`src/rtl/irq_arbiter_pkg.sv`:
```
// irq_arbiter_pkg
// Shared definitions for the interrupt arbiter: the ID width default (tied to
// the core's irq bus width), the "no request" ID, the reserved exception ID and
// the FSM state encoding.
package irq_arbiter_pkg;

  // Core irq bus width; IRQ_W of the arbiter must match it.
  localparam int IRQ_W_DEF = 8;

  // ID 0 on the request bus means "no request".
  localparam logic [7:0] ID_NONE = 8'h00;

  // ID reserved by the core for exceptions; the arbiter never emits it.
  localparam logic [7:0] ID_EXC = 8'hFF;

  typedef enum logic [1:0] {
    ST_IDLE    = 2'd0,
    ST_REQ     = 2'd1,
    ST_SERVICE = 2'd2
  } state_t;

endpackage

```
`src/rtl/irq_sync_edge.sv`:
```
// irq_sync_edge
// Vector-wide 2-flop synchroniser followed by a history flop. o_rise is high
// for one cycle when a synchronised line goes from 0 to 1.
// Ports:
//   clk    core clock
//   rst    asynchronous active-high reset
//   i_raw  raw asynchronous lines
//   o_rise per-line one-cycle rising-edge strobe (decoded from registers)
module irq_sync_edge #(
  parameter int N = 8
) (
  input  logic         clk,
  input  logic         rst,
  input  logic [N-1:0] i_raw,
  output logic [N-1:0] o_rise
);

  logic [N-1:0] r_sync1;
  logic [N-1:0] r_sync2;
  logic [N-1:0] r_hist;

  always_ff @(posedge clk or posedge rst) begin
    if (rst) begin
      r_sync1 <= '0;
      r_sync2 <= '0;
      r_hist  <= '0;
    end else begin
      r_sync1 <= i_raw;
      r_sync2 <= r_sync1;
      r_hist  <= r_sync2;
    end
  end

  assign o_rise = r_sync2 & ~r_hist;

endmodule

```
`src/rtl/irq_arbiter.sv`:
```
// irq_arbiter
// Interrupt source block feeding the core's external-interrupt request port.
// Edge-detected lines latch as pending; the lowest-index enabled pending
// source is presented as ID k+1 until acknowledged, then the block waits in
// SERVICE until the handler's return is signalled.
//
// Handshake: the request ID is held constant while in REQ; a cycle with
// irq_acknowledge_i high in REQ is the transfer. irq_complete_i is a one-cycle
// pulse that is honoured only in SERVICE. Stray pulses in other states are
// ignored.
//
// Ports:
//   clk, rst               clock, asynchronous active-high reset
//   irq_src_i              raw external lines (rising-edge sensitive)
//   irq_mask_i             per-source enable, 1 = eligible
//   irq_flush_req_addr_o   requested source ID, 0 = no request (registered)
//   irq_acknowledge_i      controller has taken the request
//   irq_complete_i         handler return pulse
//   irq_pending_o          pending bits (registered)
//   irq_active_o           interrupt in service (registered)
//   irq_state_o            FSM state, debug visibility
module irq_arbiter
  import irq_arbiter_pkg::*;
#(
  parameter int IRQ_NUM = 8,
  parameter int IRQ_W   = IRQ_W_DEF
) (
  input  logic               clk,
  input  logic               rst,
  input  logic [IRQ_NUM-1:0] irq_src_i,
  input  logic [IRQ_NUM-1:0] irq_mask_i,
  output logic [IRQ_W-1:0]   irq_flush_req_addr_o,
  input  logic               irq_acknowledge_i,
  input  logic               irq_complete_i,
  output logic [IRQ_NUM-1:0] irq_pending_o,
  output logic               irq_active_o,
  output logic [1:0]         irq_state_o
);

  state_t             r_state;
  logic [IRQ_W-1:0]   r_req_id;
  logic [IRQ_NUM-1:0] r_pending;
  logic [IRQ_W-1:0]   r_id_out;
  logic               r_active;

  logic [IRQ_NUM-1:0] w_rise;
  logic [IRQ_NUM-1:0] w_eligible;
  logic [IRQ_NUM-1:0] w_clr;
  logic [IRQ_W-1:0]   w_win_id;
  logic               w_found;
  logic               w_ack_fire;
  state_t             w_next_state;
  logic [IRQ_W-1:0]   w_next_req_id;
  logic [IRQ_W-1:0]   w_next_id_out;
  logic               w_next_active;

  irq_sync_edge #(.N(IRQ_NUM)) u_sync_edge (
    .clk    (clk),
    .rst    (rst),
    .i_raw  (irq_src_i),
    .o_rise (w_rise)
  );

  assign w_eligible = r_pending & irq_mask_i;

  // Priority encoder: scan from the top down so the lowest index wins.
  // The exception ID is excluded defensively; it is unreachable for legal
  // IRQ_NUM values.
  always_comb begin
    w_win_id = IRQ_W'(ID_NONE);
    w_found  = 1'b0;
    for (int k = IRQ_NUM - 1; k >= 0; k--) begin
      if (w_eligible[k] && (IRQ_W'(k + 1) != IRQ_W'(ID_EXC))) begin
        w_win_id = IRQ_W'(k + 1);
        w_found  = 1'b1;
      end
    end
  end

  assign w_ack_fire = (r_state == ST_REQ) && irq_acknowledge_i;

  // Clear the pending bit of the acknowledged ID.
  always_comb begin
    w_clr = '0;
    for (int k = 0; k < IRQ_NUM; k++) begin
      if (w_ack_fire && (r_req_id == IRQ_W'(k + 1))) begin
        w_clr[k] = 1'b1;
      end
    end
  end

  // Next state plus next values of the registered outputs.
  always_comb begin
    w_next_state  = r_state;
    w_next_req_id = r_req_id;
    w_next_id_out = IRQ_W'(ID_NONE);
    w_next_active = 1'b0;
    case (r_state)
      ST_IDLE: begin
        if (w_found) begin
          w_next_state  = ST_REQ;
          w_next_req_id = w_win_id;
          w_next_id_out = w_win_id;
        end
      end
      ST_REQ: begin
        if (irq_acknowledge_i) begin
          w_next_state  = ST_SERVICE;
          w_next_active = 1'b1;
        end else begin
          // Request is never retracted, whatever pending/mask do.
          w_next_id_out = r_req_id;
        end
      end
      ST_SERVICE: begin
        if (irq_complete_i) begin
          w_next_state = ST_IDLE;
        end else begin
          w_next_active = 1'b1;
        end
      end
      default: begin
        w_next_state = ST_IDLE;
      end
    endcase
  end

  always_ff @(posedge clk or posedge rst) begin
    if (rst) begin
      r_state   <= ST_IDLE;
      r_req_id  <= '0;
      r_pending <= '0;
      r_id_out  <= '0;
      r_active  <= 1'b0;
    end else begin
      r_state   <= w_next_state;
      r_req_id  <= w_next_req_id;
      // A set landing with the clear wins.
      r_pending <= (r_pending & ~w_clr) | w_rise;
      r_id_out  <= w_next_id_out;
      r_active  <= w_next_active;
    end
  end

  assign irq_flush_req_addr_o = r_id_out;
  assign irq_pending_o        = r_pending;
  assign irq_active_o         = r_active;
  assign irq_state_o          = r_state;

endmodule

```
`config.mk`:
```
export PLATFORM = sky130hd
export DESIGN_NAME = irq_arbiter
export DESIGN_NICKNAME = d
export VERILOG_FILES = /design/src/rtl/irq_arbiter_pkg.sv /design/src/rtl/irq_sync_edge.sv /design/src/rtl/irq_arbiter.sv
export SDC_FILE = /design/constraint.sdc
export NUM_CORES = 1
export LEC_CHECK = 0
export ABC_AREA = 1
export CAP_MARGIN = 40
export CELL_PAD_IN_SITES_DETAIL_PLACEMENT = 1
export CELL_PAD_IN_SITES_GLOBAL_PLACEMENT = 1
export CORE_AREA = 4 4 75 77
export DETAILED_ROUTE_END_ITERATION = 10
export DIE_AREA = 0 0 79 81
export GPL_TIMING_DRIVEN = 0
export PLACE_DENSITY = 0.83
export SLEW_MARGIN = 15
export SYNTH_ARGS = -nofsm -noshare
export SYNTH_HDL_FRONTEND = slang
export SYNTH_HIERARCHICAL = 1
export SYNTH_SLANG_ARGS = --single-unit
```
`constraint.sdc`:
```
create_clock -name clk -period 1.3 [get_ports clk]
set_input_delay 0.13 -clock clk [delete_from_list [all_inputs] [get_ports clk]]
set_output_delay 0.13 -clock clk [all_outputs]
set_load 0.05 [all_outputs]
```
==> results of run 1 <==
-- how the worst max path moves through the flow --
stage	end	slack, ps	cells past startpoint
floorplan	irq_pending_o[3]	-40	7
global placement	irq_pending_o[5]	-60	1
detailed placement	irq_flush_req_addr_o[2]	-100	5
CTS	irq_state_o[1]	-40	2
global route	irq_pending_o[3]	-80	7
finish	irq_pending_o[3]	-9	7
-- flip-flops by register name (all words and copies together), names as in the netlist --
| register | cells |
|---|---|
| irq_active_o | 1 |
| u_sync_edge/r_hist | 8 |
| r_req_id | 4 |
| u_sync_edge/r_sync2 | 8 |
| irq_flush_req_addr_o | 4 |
| irq_state_o | 2 |
| irq_pending_o | 8 |
| u_sync_edge/r_sync1 | 8 |
-- area by class of cell --
cell class / count / area (um^2) / share of cell area [%]
Clock buffer: 5 / 68.8 / 2.92
Sequential cell: 43 / 1080 / 45.8
Clock inverter: 3 / 20.0 / 0.850
Timing Repair Buffer: 38 / 372 / 15.8
Buffer: 4 / 30.0 / 1.27
Tap cell: 70 / 87.6 / 3.72
Inverter: 29 / 114 / 4.83
Multi-Input combinational cell: 91 / 586 / 24.9
-- worst register-to-register path, stage by stage (launching register included) --
cell and delay (ps):
dfrtp_2 430, inv_4 80, ha_4 150, nand2_4 60, inv_4 80, nand3_4 100, o31ai_4 230, nand2_1 80
-- timing repair --
| action | CTS | global route |
|---|---|---|
| gates resized for setup | 48 | 16 |
| pin swaps | 3 | 6 |
| setup endpoints to repair | 21 | 14 |
| setup buffers | 2 | 1 |
-- power groups by stage --
| stage | Combinational [uW] | Sequential (uW) | Clock (uW) |
|---|---|---|---|
| finish | 1650 | 1760 | 830 |
| global route | 1780 | 1800 | 926 |
| CTS | 1600 | 1740 | 887 |
| detailed placement | 1520 | 1760 | 0 |
| global placement | 1450 | 1750 | 0 |
| floorplan | 596 | 2140 | 0 |
-- metrics by stage --
| stage | setup TNS (ps) | hold slack [ps] | util, % | power, uW |
|---|---|---|---|---|
| 2_1_floorplan | -104 | 81.0 | - | 2740 |
| 3_3_place_gp | -476 | 332 | 43.3 | 3200 |
| 3_5_place_dp | -717 | 336 | 43.6 | 3290 |
| 4_1_cts | -43.7 | 171 | 46.5 | 4220 |
| 5_1_grt | -251 | 207 | 47.0 | 4510 |
| 6_report | -8.91 | 169 | 47.0 | 4240 |
-- metal layers --
layer  vias up  track usage (%)  wire [um]  part of all wire, %
met5         -                0          0                    0
met4         0             4.12         20                 0.53
met3         4             3.88        193                  5.1
met2        29             27.3       2350                   62
met1       628             11.3       1220                   32
li1        591                -          -                    -
-- layout by cell type, fill, tap and decap left out, drive strengths merged --
cell type	instances
a21boi	1
a21o	1
buf	10
clkbuf	6
clkdlybuf4s15	11
clkdlybuf4s50	19
clkinv	1
clkinvlp	2
conb	4
dfrtp	43
dlygate4sd2	1
ha	3
inv	29
nand2	43
nand3	10
nand4	4
nor2	12
nor3b	1
o21ai	10
o31ai	1
or2	1
-- cells by family (layout without fill, tap and decap cells) --
logic type               count (synthesis)  in the layout  synth area share, %
AND/OR/NAND/NOR                         71             71                 22.4
flip-flops                              43             43                 62.9
adder cells (fa/ha/maj)                  3              3                 2.19
AO/OA/AOI/OAI                           13             13                 4.24
buffers and inverters                   33             79                 8.11
other                                    1              4                0.219
==> flow_metrics.env, run 1 <==
export IMPL_die_h_um=81
export IMPL_ys_types=22
export IMPL_syn_inst=164
export IMPL_dominantRegCellSynth="dfrtp_1"
export IMPL_post_route_min_period_ps=1310
export IMPL_synth_seq_area_share_pct=62.9
export IMPL_dp_hpwl_um=2950
export IMPL_cp_startpoint="irq_state_o[1]"
export IMPL_firstDrtPassIters=4
export IMPL_cts_root_buf="clkbuf_8"
export IMPL_h_tree_depth=2
export IMPL_cp_num_buf_inv=2
export IMPL_rrSetupSlack_ps=-9
export IMPL_yosys_area_top_type_share_pct=62.9
export IMPL_cts_buffers=5
export IMPL_cp_top_family="flip-flops"
export IMPL_cts_sinks=43
export IMPL_dieWidth_um=79
export IMPL_dp_slack_ps=-102
export IMPL_design_area_um2=2360
export IMPL_drtAntennaViolNets=0
export IMPL_seqPwrFrac_pct=41.5
export IMPL_setup_viol=1
export IMPL_num_rows=26
export IMPL_antenna_found_initial=0
export IMPL_drive_gt1_share_pct=32.9
export IMPL_cp_common_cell="inv_4"
export IMPL_worst_path_max_fanout=4
export IMPL_io_pins=39
export IMPL_n_fill_cell=581
export IMPL_yosys_top_cells_area="dfrtp_1 63%, nand2_1 7.0%, inv_1 5.7%"
export IMPL_async_flop_share_pct=100
export IMPL_synth_top_cells_by_count="43 x dfrtp_1, 32 x nand2_1, 26 x inv_1"
export IMPL_p_int_uw=2490
export IMPL_area_delta_synth_final_pct=37.6
export IMPL_cp_data_required_time_ps=1480
export IMPL_cts_tree="done"
export IMPL_cpMaxStageDelayCell="dfrtp_2"
export IMPL_regToRegStartpoint="irq_state_o[1]"
export IMPL_max_clock_freq_ghz=0.764
export IMPL_cp_arrival_ps=1490
export IMPL_clk_path_buf_depth=2
export IMPL_grt_max_degree=20
export IMPL_place_inst=272
export IMPL_clock_skew_ps=6.12
export IMPL_core_um2=5010
export IMPL_start_kind="register"
export IMPL_clkPwrFrac_pct=19.6
export IMPL_critPathKind="reg -> reg"
export IMPL_hold_viol=0
export IMPL_grt_pass1_vias=1345
export IMPL_ys_warn_count=6
export IMPL_drv_slew=0
export IMPL_vias_per_cell=4.42
export IMPL_rsz0062_at_grt="true"
export IMPL_clock_latency_ps=290
export IMPL_hold_class="in -> async"
export IMPL_synth_edff_count=0
export IMPL_reg2regPathDepth=7
export IMPL_crit_path_cell_trace="inv_4 -> ha_4 -> nand2_4 -> inv_4 -> nand3_4 -> o31ai_4 -> nand2_1"
export IMPL_fin_ws_ps=-8.91
export IMPL_holdBufCountCts=0
export IMPL_gp_congestion=0.745
export IMPL_fin_crit_sh_pct=101
export IMPL_start_util_pct=34.2
export IMPL_io_buffers=34
export IMPL_place_area_um2=2190
export IMPL_die_area_um2=6400
export IMPL_vdd_drop_max_uv=646
export IMPL_final_cells=283
export IMPL_syn_area_um2=1710
export IMPL_crit_path_max_incr_delay_ps=430
export IMPL_yosysTopAreaCell="dfrtp_1"
export IMPL_r2r_end="irq_pending_o[3]"
export IMPL_drc=0
export IMPL_vias=1252
export IMPL_synth_seq_cells=43
export IMPL_p_per_area_nw_per_um2=1800
export IMPL_slew_headroom_pct=51.2
export IMPL_grt_overflow=0
export IMPL_cts_clk_slew_worst_paths_ps=80
export IMPL_route_detailed_wl_per_inst_um=13.3
export IMPL_violations="negative setup slack"
export IMPL_tightest_slew_ps=731
export IMPL_drt_total_wl_um=3780
export IMPL_grt_pass1_wl_um=6200
export IMPL_nNetsFinal=235
export IMPL_drtIter0Drc=60
export IMPL_grtUsageTotal_pct=12.9
export IMPL_p_sw_uw=1750
export IMPL_num_antenna_cells=0
export IMPL_avgSynthCellArea_um2=10.4
export IMPL_status="complete, but fails checks"
export IMPL_switching_share_pct=41.3
export IMPL_crit_path_end_kind="register"
export IMPL_p_leak_uw=0.00109
export IMPL_synth_most_common_cell="dfrtp_1"
export IMPL_combPwrFrac_pct=38.9
export IMPL_cap_violations=0
Note: power is estimated with default switching activity, not from simulation.
==> inputs of run 2 (changes only) <==
--- a/config.mk
+++ b/config.mk
@@ -10,9 +10,11 @@
 export CELL_PAD_IN_SITES_DETAIL_PLACEMENT = 1
 export CELL_PAD_IN_SITES_GLOBAL_PLACEMENT = 1
 export CORE_AREA = 4 4 75 77
+export CTS_CLUSTER_DIAMETER = 80
 export DETAILED_ROUTE_END_ITERATION = 10
 export DIE_AREA = 0 0 79 81
 export GPL_TIMING_DRIVEN = 0
+export MAX_ROUTING_LAYER = met4
 export PLACE_DENSITY = 0.83
 export SLEW_MARGIN = 15
 export SYNTH_ARGS = -nofsm -noshare
==> flow_metrics.env, run 2 (synthesis results as in run 1) <==
export IMPL_setup_viol=1
export IMPL_vias_per_cell=4.47
export IMPL_dp_hpwl_um=2950
export IMPL_grt_pass1_wl_um=6200
export IMPL_p_per_area_nw_per_um2=1810
export IMPL_cts_tree="done"
export IMPL_drive_gt1_share_pct=33.3
export IMPL_cts_clk_slew_worst_paths_ps=90
export IMPL_violations="negative setup slack"
export IMPL_num_antenna_cells=0
export IMPL_drtAntennaViolNets=0
export IMPL_p_leak_uw=0.00109
export IMPL_grt_use_met2_pct=27.4
export IMPL_drtIter0Drc=76
export IMPL_fin_crit_sh_pct=100
export IMPL_nNetsFinal=235
export IMPL_hold_viol=0
export IMPL_max_clock_freq_ghz=0.766
export IMPL_io_buffers=34
export IMPL_area_delta_synth_final_pct=37.4
export IMPL_grt_use_met3_pct=3.88
export IMPL_start_util_pct=34.2
export IMPL_die_area_um2=6400
export IMPL_status="complete, but fails checks"
export IMPL_gp_congestion=0.754
export IMPL_cp_arrival_ps=1490
export IMPL_clk_path_buf_depth=2
export IMPL_slew_headroom_pct=51.6
export IMPL_grt_busiest_layer="met2"
export IMPL_use_met1_pct=11.2
export IMPL_cap_violations=0
export IMPL_cts_root_buf="clkbuf_8"
export IMPL_clock_skew_ps=8.33
export IMPL_drv_slew=0
export IMPL_worst_path_max_fanout=4
export IMPL_holdBufCountCts=0
export IMPL_critPathKind="reg -> reg"
export IMPL_core_um2=5010
export IMPL_cts_buffers=5
export IMPL_final_cell_mix="41 x dfrtp_1, 27 x nand2_1, 22 x inv_1, 19 x clkdlybuf4s50_1, 13 x nand2_2"
export IMPL_tightest_slew_ps=726
export IMPL_cp_data_required_time_ps=1490
export IMPL_route_detailed_wl_per_inst_um=13.4
export IMPL_grtUsageTotal_pct=13.3
export IMPL_vdd_drop_max_uv=649
export IMPL_timing_hold_ws_ps=168
export IMPL_cts_sinks=43
export IMPL_grt_overflow=0
export IMPL_dieWidth_um=79
export IMPL_antenna_found_initial=0
export IMPL_vias=1264
export IMPL_die_h_um=81
export IMPL_clock_latency_ps=300
export IMPL_crit_path_end_kind="register"
export IMPL_grt_max_degree=20
export IMPL_firstDrtPassIters=5
export IMPL_n_fill_cell=582
export IMPL_drc=0
export IMPL_hold_class="in -> async"
export IMPL_fin_ws_ps=-4.99
export IMPL_start_kind="register"
export IMPL_drt_total_wl_um=3790
export IMPL_h_tree_depth=2
export IMPL_setup_tns_ps=-4.99
export IMPL_num_rows=26
export IMPL_rsz0062_at_grt="true"
export IMPL_layout_commonest_cell="dfrtp_1"
export IMPL_post_route_min_period_ps=1300
export IMPL_io_pins=39
export IMPL_grt_pass1_vias=1342
## run 2: critical path, stage by stage, from the launching register on
cell	delay [ps]
dfrtp_2	430
inv_4	80
ha_4	150
nand2_4	60
inv_4	80
nand3_4	100
o31ai_4	230
nand2_1	80
## run 2: layout make-up
class | count | area [um^2] | share of cell area, %
multi-input cells | 91 | 586 | 24.9
repair buffers | 38 | 367 | 15.6
well taps | 70 | 87.6 | 3.73
clock buffers | 5 | 68.8 | 2.93
plain buffers | 4 | 30.0 | 1.28
inverters | 29 | 114 | 4.84
flip-flops and latches | 43 | 1080 | 45.9
clock inverters | 3 | 20.0 | 0.852
## run 2: power breakdown
part,total [uW],switching [uW],internal [uW],leakage (uW)
registers,1760,217,1550,0.000492
clock network,839,466,374,0.0000402
logic,1650,1080,567,0.000557
total,4250,1760,2490,0.00109
## run 2: final timing paths
path / slack (ps) / startpoint / depth (start not counted) / end
setup / recovery: -5 / irq_state_o[1] / 7 / irq_pending_o[3]
hold / removal: 170 / rst / 2 / u_sync_edge/r_hist[7]
setup reg to reg: -5 / irq_state_o[1] / 7 / irq_pending_o[3]
hold reg to reg: 350 / u_sync_edge/r_sync1[6] / 0 / u_sync_edge/r_sync2[6]
max in group asynchronous: 510 / rst / 2 / irq_state_o[0]
min in group clk: 270 / irq_src_i[4] / 1 / u_sync_edge/r_sync1[4]
## run 2: stage by stage
| stage | total power (uW) | util [%] | instance area (um^2) | cells | setup WS [ps] |
|---|---|---|---|---|---|
| final | 4250 | 46.9 | 2350 | 283 | -4.99 |
| after global routing | 4510 | 46.9 | 2350 | 283 | -82.4 |
| after CTS | 4220 | 46.5 | 2330 | 282 | -43.7 |
| after detailed placement | 3290 | 43.6 | 2190 | 272 | -102 |
| after global placement | 3200 | 43.3 | 2170 | 271 | -64.4 |
| after floorplan | 2740 | - | 1740 | 167 | -37.3 |
## run 2: what timing repair did
| action | in CTS | in global routing |
|---|---|---|
| endpoints found under the setup margin | 21 | 15 |
| resized for setup | 48 | 17 |
| buffers inserted | 2 | 1 |
| pin swaps | 3 | 6 |
## run 2: metal layers
metal,wire (um),up-vias
met5,0,-
met4,56,0
met3,195,10
met2,2320,40
met1,1220,624
li1,-,590
==> inputs of run 3 (changes only) <==
--- a/config.mk
+++ b/config.mk
@@ -14,6 +14,7 @@
 export DETAILED_ROUTE_END_ITERATION = 10
 export DIE_AREA = 0 0 79 81
 export GPL_TIMING_DRIVEN = 0
+export HOLD_SLACK_MARGIN = 0.02
 export MAX_ROUTING_LAYER = met4
 export PLACE_DENSITY = 0.83
 export SLEW_MARGIN = 15
==> results of run 3 <==
The final DEF is identical to that of run 2; final timing and power are the same.
